===== config.mk =====
export PLATFORM = sky130hd
export DESIGN_NAME = lock_pipe_buffer
export DESIGN_NICKNAME = d
export VERILOG_FILES = /design/src/rtl/lock_pipe_buffer.sv
export SDC_FILE = /design/constraint.sdc
export NUM_CORES = 1
export LEC_CHECK = 0
export BUFFER_PORTS_ARGS = -buffer_cell sky130_fd_sc_hd__buf_2
export CORE_AREA = 2 2 75 77
export CTS_CLUSTER_DIAMETER = 50
export CTS_CLUSTER_SIZE = 30
export DETAILED_ROUTE_END_ITERATION = 10
export DIE_AREA = 0 0 77 79
export HOLD_SLACK_MARGIN = 0.06
export PLACE_DENSITY_LB_ADDON = 0.1
export SETUP_SLACK_MARGIN = 0.3
export SYNTH_ARGS = -nofsm -noshare
export SYNTH_HDL_FRONTEND = slang
export SYNTH_SLANG_ARGS = --single-unit

===== constraint.sdc =====
create_clock -name clk -period 2.55 [get_ports clk]
set_input_delay 0.51 -clock clk [delete_from_list [all_inputs] [get_ports clk]]
set_output_delay 0.51 -clock clk [all_outputs]
set_load 0.01 [all_outputs]

===== src/rtl/lock_pipe_buffer.sv =====
// Multi-stage valid/ready pipeline buffer with stall (lock), squash (flush),
// bubble collapsing and an occupancy count.
module lock_pipe_buffer #(
   parameter int unsigned          WIDTH     = 32,
   parameter int unsigned          DEPTH     = 2,
   parameter logic [WIDTH-1:0]     RESET_VAL = '0
) (
   input  logic                           clk,
   input  logic                           rst_n,
   input  logic [WIDTH-1:0]               in_data,
   input  logic                           in_valid,
   output logic                           in_ready,
   output logic [WIDTH-1:0]               out_data,
   output logic                           out_valid,
   input  logic                           out_ready,
   input  logic                           lock,
   input  logic                           flush,
   output logic [$clog2(DEPTH+1)-1:0]     occupancy
);

   localparam int unsigned CW = $clog2(DEPTH + 1);

   logic [DEPTH-1:0]   v;
   logic [DEPTH-1:0]   v_next;
   logic [DEPTH-1:0]   mv;
   logic [DEPTH:0]     src_v;
   logic [WIDTH-1:0]   d     [DEPTH];
   logic [WIDTH-1:0]   src_d [DEPTH+1];
   logic [CW-1:0]      cnt_next;
   logic               hole;

   // Stage i advances when some stage at or above it is empty, or the tail drains.
   always_comb begin
      mv   = '0;
      hole = out_ready;
      for (int i = int'(DEPTH) - 1; i >= 0; i--) begin
         hole  = hole | ~v[i];
         mv[i] = ~lock & hole;
      end
   end

   // Source of each stage: stage 0 from the input port, stage i from stage i-1.
   always_comb begin
      src_v    = {v, in_valid};
      src_d[0] = in_data;
      for (int i = 0; i < int'(DEPTH); i++) begin
         src_d[i+1] = d[i];
      end
   end

   always_comb begin
      v_next   = v;
      cnt_next = '0;
      for (int i = 0; i < int'(DEPTH); i++) begin
         if (mv[i]) begin
            v_next[i] = src_v[i];
         end
         cnt_next = cnt_next + CW'(v_next[i]);
      end
   end

   always_ff @(posedge clk) begin
      if (!rst_n) begin
         v         <= '0;
         occupancy <= '0;
         for (int i = 0; i < int'(DEPTH); i++) begin
            d[i] <= RESET_VAL;
         end
      end else if (flush) begin
         v         <= '0;
         occupancy <= '0;
      end else begin
         v         <= v_next;
         occupancy <= cnt_next;
         // Data only moves with a valid source so empty slots keep their last value.
         for (int i = 0; i < int'(DEPTH); i++) begin
            if (mv[i] && src_v[i]) begin
               d[i] <= src_d[i];
            end
         end
      end
   end

   assign in_ready  = rst_n & ~flush & mv[0];
   assign out_valid = rst_n & v[DEPTH-1] & ~lock;
   assign out_data  = d[DEPTH-1];

endmodule

==> impl_results.md, run 1 <==
- P_int: 1.777 mW
- Commonest non-fill, non-tap cell in the layout: buf_2
- Status: finished, final reports clean
- Core area: 0.005338 mm²
- Distinct cells, synth: 21
- DP Wirelength: 2844 µm
- Data required time of the worst path: 2.04 ns
- Clk root buf: clkbuf_8
- Net switching power: 0.4491 mW
- Kind of critical path: reg -> out
- Sequential power share: 57.9%
- Routed vias/inst: 4.538
- Leakage: 1.439 nW
- Worst-path clk slew: 0.07 ns
- Relative slew margins: 64.74%
- Rows: 27
- WP depth: 3
- PwrDens: 672.9 mW/mm²
- P&R area growth vs syn: 12.13%
- Via count: 1452
- Hold Buf Count CTS: 0
- Drt drc: 0
- Syn nets: 234
- I/O pins: 74
- H-tree lvl count: 3
- Worst Setup Start Kind: flip-flop
- Peak VDD IR: 0.3650 mV
- Fin nets: 282
- Gr ovfl total: 0
- Worst skew pair latency: 0.32 ns
- Antenna Cells: 0
- CP cell instances: nand3b_2, and3_2, buf_2
- TritonCTS buffer count: 9
- Top cell type's share of synthesized area: 65.14%
- Critical path peak fanout: 5
- Post-Syn Area: 0.002950 mm²
- CTS tree: yes
- Routability congestion estimate: 0.7599
- Period utilization: 70.56%
- Clock buffer depth: 2
- PortBufs: 73
- Width of the chip: 77 µm
- Setup tns final: 0 ns
- Fill cells: 436
- GRT Util Overall: 13.97%
- Ranking of synthesized cells by area: edfxtp_1 65%, and2_4 8.9%, buf_4 8.1%, and2_1 6.4%, dfxtp_1 2.7%
- Final instance area: 0.003308 mm²
- Reg2Reg Depth: 3
- Final antenna-violating net count: 0
- Routed WL: 4129 µm
- Placed instance count: 304
- RSZ-0062 raised after global routing: false
- Post-DR wirelength/cell: 12.90 µm
- Final Hold Vio Count: 0
- Initial drt markers: 65
- DRT Pass-1 Iters: 4
- Fin. max-slew vios: 0
- Max-Cap Viols: 0
- Clk pwr share: 36.2%
- Most frequent cells in the layout: 73 x buf_2, 64 x edfxtp_1, 30 x and2_4, 30 x and2_1, 9 x clkbuf_8
- Area after DPL: 0.003126 mm²
- Largest net degree at the start of global routing: 65
- Share of layout cells above drive strength 1: 50.81%
- Post-synthesis sequential area ratio: 67.85%
- Crit end category: output port
- Minimum clock period: 1.799 ns
- Starting Density: 55.27%
- Setup Skew: 0.006205 ns
- Min-delay worst type: in -> reg
- Final setup fails: 0
- Non-Filler Instances: 320
- Post-CTS sizing: 0
- Global-route wire length before repair: 6237 µm
- Sw Ratio: 20.18%
- DIE HEIGHT: 79 µm
- Worst-Margin Slew: 0.5290 ns
- CP max stage delay: 0.44 ns
- Top delay family on crit path: flip-flops
- Die area: 0.006083 mm²
- Mapped Cells: 195
- Initial antenna violation count: 0
- Combinational Power Share: 5.9%
- Synth area leader: edfxtp_1
- Max Clk Rate: 555.8 MHz
- Post-CTS Setup Repair Bufs: 0
- Final core utilization: 61.98%
- #FFs+latches synth: 68
- Buf/Inv on CP: 1
- Footprint of the multi-input gates: 629.4 µm²
- Data arrival, critical path: 1.29 ns
- FF/Latch Area: 0.002002 mm²
- Synth warnings: 0
- Avg Synthesized Cell Area: 15.13 µm²
- Clock net sink count: 68
- Slowest CP cell: dfxtp_1
- Hold path depth: 2
- Vias in the first global route: 1344
## layout make-up
| cell class | count | share of cell area, % |
|---|---|---|
| Sequential cell | 68 | 60.51 |
| Multi-Input combinational cell | 86 | 19.02 |
| Timing Repair Buffer | 75 | 11.88 |
| Clock buffer | 10 | 3.858 |
| Tap cell | 72 | 2.723 |
| Clock inverter | 6 | 1.664 |
| Inverter | 3 | 0.3404 |
## routing by layer
metal / track usage [%] / up-vias / wire length [µm]
met4: 7.679 / 0 / 106
met1: 15.42 / 671 / 1580
met2: 23.77 / 48 / 2206
met5: 0 / - / 0
met3: 4.886 / 11 / 236
li1: - / 722 / -
## state kept, by name, summed over array words and instances (netlist names)
| name | count |
|---|---|
| d | 64 |
| v | 2 |
| occupancy | 2 |
## final timing paths
path / slack [ns] / endpoint / start
setup / recovery: 0.75 / in_ready / v[0]$_SDFF_PP0_
hold / removal: 0.46 / d[0][16]$_SDFFCE_PN0P_ / in_data[16]
setup reg to reg: 1.05 / d[0][40]$_SDFFCE_PN0P_ / v[0]$_SDFF_PP0_
hold reg to reg: 0.52 / d[0][46]$_SDFFCE_PN0P_ / d[0][14]$_SDFFCE_PN0P_
## cells in the mapped netlist
cell,number
and2_2,4
or2b_2,1
nand3b_2,1
mux2i_1,1
inv_1,3
nand2_1,5
nand3_1,2
buf_6,6
nor2_1,3
o21ai_0,1
nand2b_1,2
o2111a_4,1
and2_1,30
dfxtp_1,4
ha_1,1
a21oi_1,2
nor2_4,1
and2_4,30
buf_4,32
edfxtp_1,64
and3_2,1
## power groups by stage
stage | Clock (mW) | Sequential, mW | Combinational (mW)
2_1_floorplan | 0 | 1.31 | 0.0955
6_report | 0.807 | 1.29 | 0.130
4_1_cts | 0.824 | 1.29 | 0.132
3_5_place_dp | 0 | 1.31 | 0.132
5_1_grt | 0.874 | 1.29 | 0.142
3_3_place_gp | 0 | 1.31 | 0.128
## through the flow
| step | power (mW) | setup WS (ns) | hold slack [ns] |
|---|---|---|---|
| final | 2.226 | 0.7508 | 0.4581 |
| after global placement | 1.439 | 0.7679 | 0.5042 |
| after floorplan | 1.406 | 0.6869 | 0.4967 |
| after global routing | 2.309 | 0.6793 | 0.4494 |
| after detailed placement | 1.445 | 0.7101 | 0.5050 |
| after CTS | 2.246 | 0.7472 | 0.4436 |
## cells by family after synthesis
| logic type | Yosys count | synth area share [%] |
|---|---|---|
| compound gates | 4 | 1.187 |
| flops | 68 | 67.85 |
| buf+inv | 41 | 10.81 |
| mux | 1 | 0.3393 |
| fa+ha+maj | 1 | 0.4240 |
| simple gates | 80 | 19.38 |
Power figures use the tool's default switching activity.
==> run 2, diff against run 1 <==
- CORE_AREA: 2 2 75 77 -> 2 2 83 85
- DIE_AREA: 0 0 77 79 -> 0 0 85 87
- clock period: 2.55 -> 1.6 ns (I/O delays scaled with it)
==> impl_results.md, run 2 (synthesis gave the netlist of run 1 again) <==
- Via count: 1490 (+2.6%)
- Crit end category: flip-flop
- Gr ovfl total: 0 (unchanged)
- Worst-Margin Slew: 0.2675 ns (-0.2615 ns)
- Largest net degree at the start of global routing: 38 (-42%)
- Core area: 0.006569 mm² (+23%)
- Kind of critical path: reg -> reg
- Minimum clock period: 1.409 ns
- Hold path depth: 2 (unchanged)
- Worst Setup Start Kind: flip-flop
- Data arrival, critical path: 1.51 ns (+0.22 ns)
- TritonCTS buffer count: 9 (unchanged)
- Drt drc: 0 (unchanged)
- Max Clk Rate: 709.9 MHz
- Hold_sp: in_data[17]
- Max reg flops: 64 (unchanged)
- Die area: 0.007395 mm² (+22%)
- PwrDens: 1024 mW/mm² (+52%)
- Worst skew pair latency: 0.34 ns (+0.02 ns)
- Critical path peak fanout: 19 (+14)
- Slowest CP cell: dfxtp_4
- Commonest non-fill, non-tap cell in the layout: buf_2
- Regs by FF count: d (64), occupancy (2), v (2)
- Routed WL: 4730 µm (+15%)
- DIE HEIGHT: 87 µm (+10%)
- Top delay family on crit path: flip-flops
- Leakage: 1.537 nW (+6.8%)
- Vias in the first global route: 1386 (+3.1%)
- Final setup fails: 0 (unchanged)
- Global-route wire length before repair: 6817 µm (+9.3%)
- Initial antenna violation count: 0 (unchanged)
- Max-Cap Viols: 0 (unchanged)
- WP depth: 4 (+1)
- GRT Util Overall: 12.66% (-1.3 points)
- Width of the chip: 85 µm (+10%)
- Status: finished, final reports clean
- DRT Pass-1 Iters: 4 (unchanged)
- Data required time of the worst path: 1.70 ns (-0.34 ns)
- Fin nets: 290 (+2.8%)
- Worst-path clk slew: 0.07 ns (about the same)
- RSZ-0062 raised after global routing: true
- Buf/Inv on CP: 2 (+1)
- I/O pins: 74 (unchanged)
- Starting Density: 44.91% (-10 points)
- PortBufs: 73 (unchanged)
- Largest Register: d
- Design Power: 3.626 mW (+63%)
- H-tree lvl count: 3 (unchanged)
- Peak VDD IR: 0.4781 mV (+31%)
- Worst setup path end: d[0][40]$_SDFFCE_PN0P_
- Reg2Reg Depth: 4 (+1)
- Clk root buf: clkbuf_8
- Fin. max-slew vios: 0 (unchanged)
- Min-delay worst type: in -> reg
- Routed vias/inst: 4.435 (-2.3%)
- R2r startpoint: v[0]$_SDFF_PP0_
- Initial drt markers: 82 (+26%)
- DP Wirelength: 2619 µm (-7.9%)
- Most frequent cells in the layout: 72 x buf_2, 64 x edfxtp_1, 33 x and2_4, 30 x and2_1, 9 x clkbuf_8
- Hold Buf Count CTS: 0 (unchanged)
- Clock net sink count: 68 (unchanged)
- Setup tns final: 0 ns (unchanged)
- Final antenna-violating net count: 0 (unchanged)
- Clock buffer depth: 2 (unchanged)
- CP max stage delay: 0.35 ns (-0.09 ns)
- P&R area growth vs syn: 20.02%
- Relative slew margins: 82.12% (+17 points)
- Reg2reg end: d[0][40]$_SDFFCE_PN0P_
- Rows: 30 (+11%)
- Period utilization: 88.04%
- Setup Skew: 0.006200 ns (-0.000005330 ns)
- Final Hold Vio Count: 0 (unchanged)
- Worst Setup SP: v[0]$_SDFF_PP0_
- Post-DR wirelength/cell: 14.08 µm (+9.1%)
- R2R Setup Slk: 0.19 ns (-0.86 ns)
- CP cell instances: buf_6, o2111a_4, buf_12, and2_2
- Antenna Cells: 0 (unchanged)
- Routability congestion estimate: 0.7312 (-3.8%)
- Share of layout cells above drive strength 1: 54.69% (+3.9 points)
- CTS tree: yes
-- run 2: cell count changes in the layout (fill, tap and decap cells not counted), sizes merged --
cell	change
buf	+3
clkbuf	+3
nand2	+2
clkinv	-1
clkinvlp	+1
-- run 2: final cells by class --
| class | instances | area (µm²) |
|---|---|---|
| Multi-Input combinational cell | 88 | 724.4 |
| Clock inverter | 6 | 55.05 |
| Sequential cell | 68 | 2009 |
| Tap cell | 80 | 100.1 |
| Clock buffer | 10 | 127.6 |
| Timing Repair Buffer | 81 | 513.0 |
| Fill cell | 567 | 3028 |
| Inverter | 3 | 11.26 |
-- run 2: stage by stage --
step	hold WS (ns)	worst slack, ns	utilization, %	area, µm²	cells
after detailed placement	0.5058	0.09742	48.27	3171	313
after global routing	0.2497	0.1624	53.90	3541	336
after CTS	0.2429	0.1864	51.94	3412	331
final	0.2510	0.1914	53.90	3541	336
after floorplan	0.4967	0.3095	-	2965	195
after global placement	0.5025	0.1111	48.27	3171	313
-- run 2: worst register-to-register path, delay by kind of cell, from the launching register on --
family / cells / cell delay (ns)
DFF: 1 / 0.35
and+or+nand+nor: 1 / 0.18
AOI/OAI and AO/OA: 1 / 0.34
buffers and inverters: 2 / 0.29
-- run 2: worst min-delay path by stage --
stage	slack (ns)	end
after CTS	0.24	d[0][17]$_SDFFCE_PN0P_
after detailed placement	0.51	d[0][47]$_SDFFCE_PN0P_
after global routing	0.25	d[0][17]$_SDFFCE_PN0P_
after global placement	0.50	d[0][60]$_SDFFCE_PN0P_
final	0.25	d[0][17]$_SDFFCE_PN0P_
after floorplan	0.50	d[0][43]$_SDFFCE_PN0P_
-- run 2: repair_timing --
action | in CTS | in global routing
pin swaps | 2 | 5
setup buffers | 2 | 0
endpoints found under the setup margin | 130 | 131
gates resized for setup | 9 | 8
gates cloned | 0 | 5
-- run 2: power breakdown --
group | internal (mW) | switching [mW] | leakage (nW)
logic | 0.116 | 0.134 | 0.747
registers | 2.03 | 0.0190 | 0.700
clock network | 0.704 | 0.625 | 0.0911
-- run 2: layer usage --
metal | vias up | GRT usage, % | share of wire (%)
met3 | 8 | 4.455 | 5.5
met5 | - | 0 | 0
met1 | 690 | 15.65 | 45
met4 | 0 | 8.658 | 2.0
li1 | 744 | - | -
met2 | 48 | 18.68 | 47
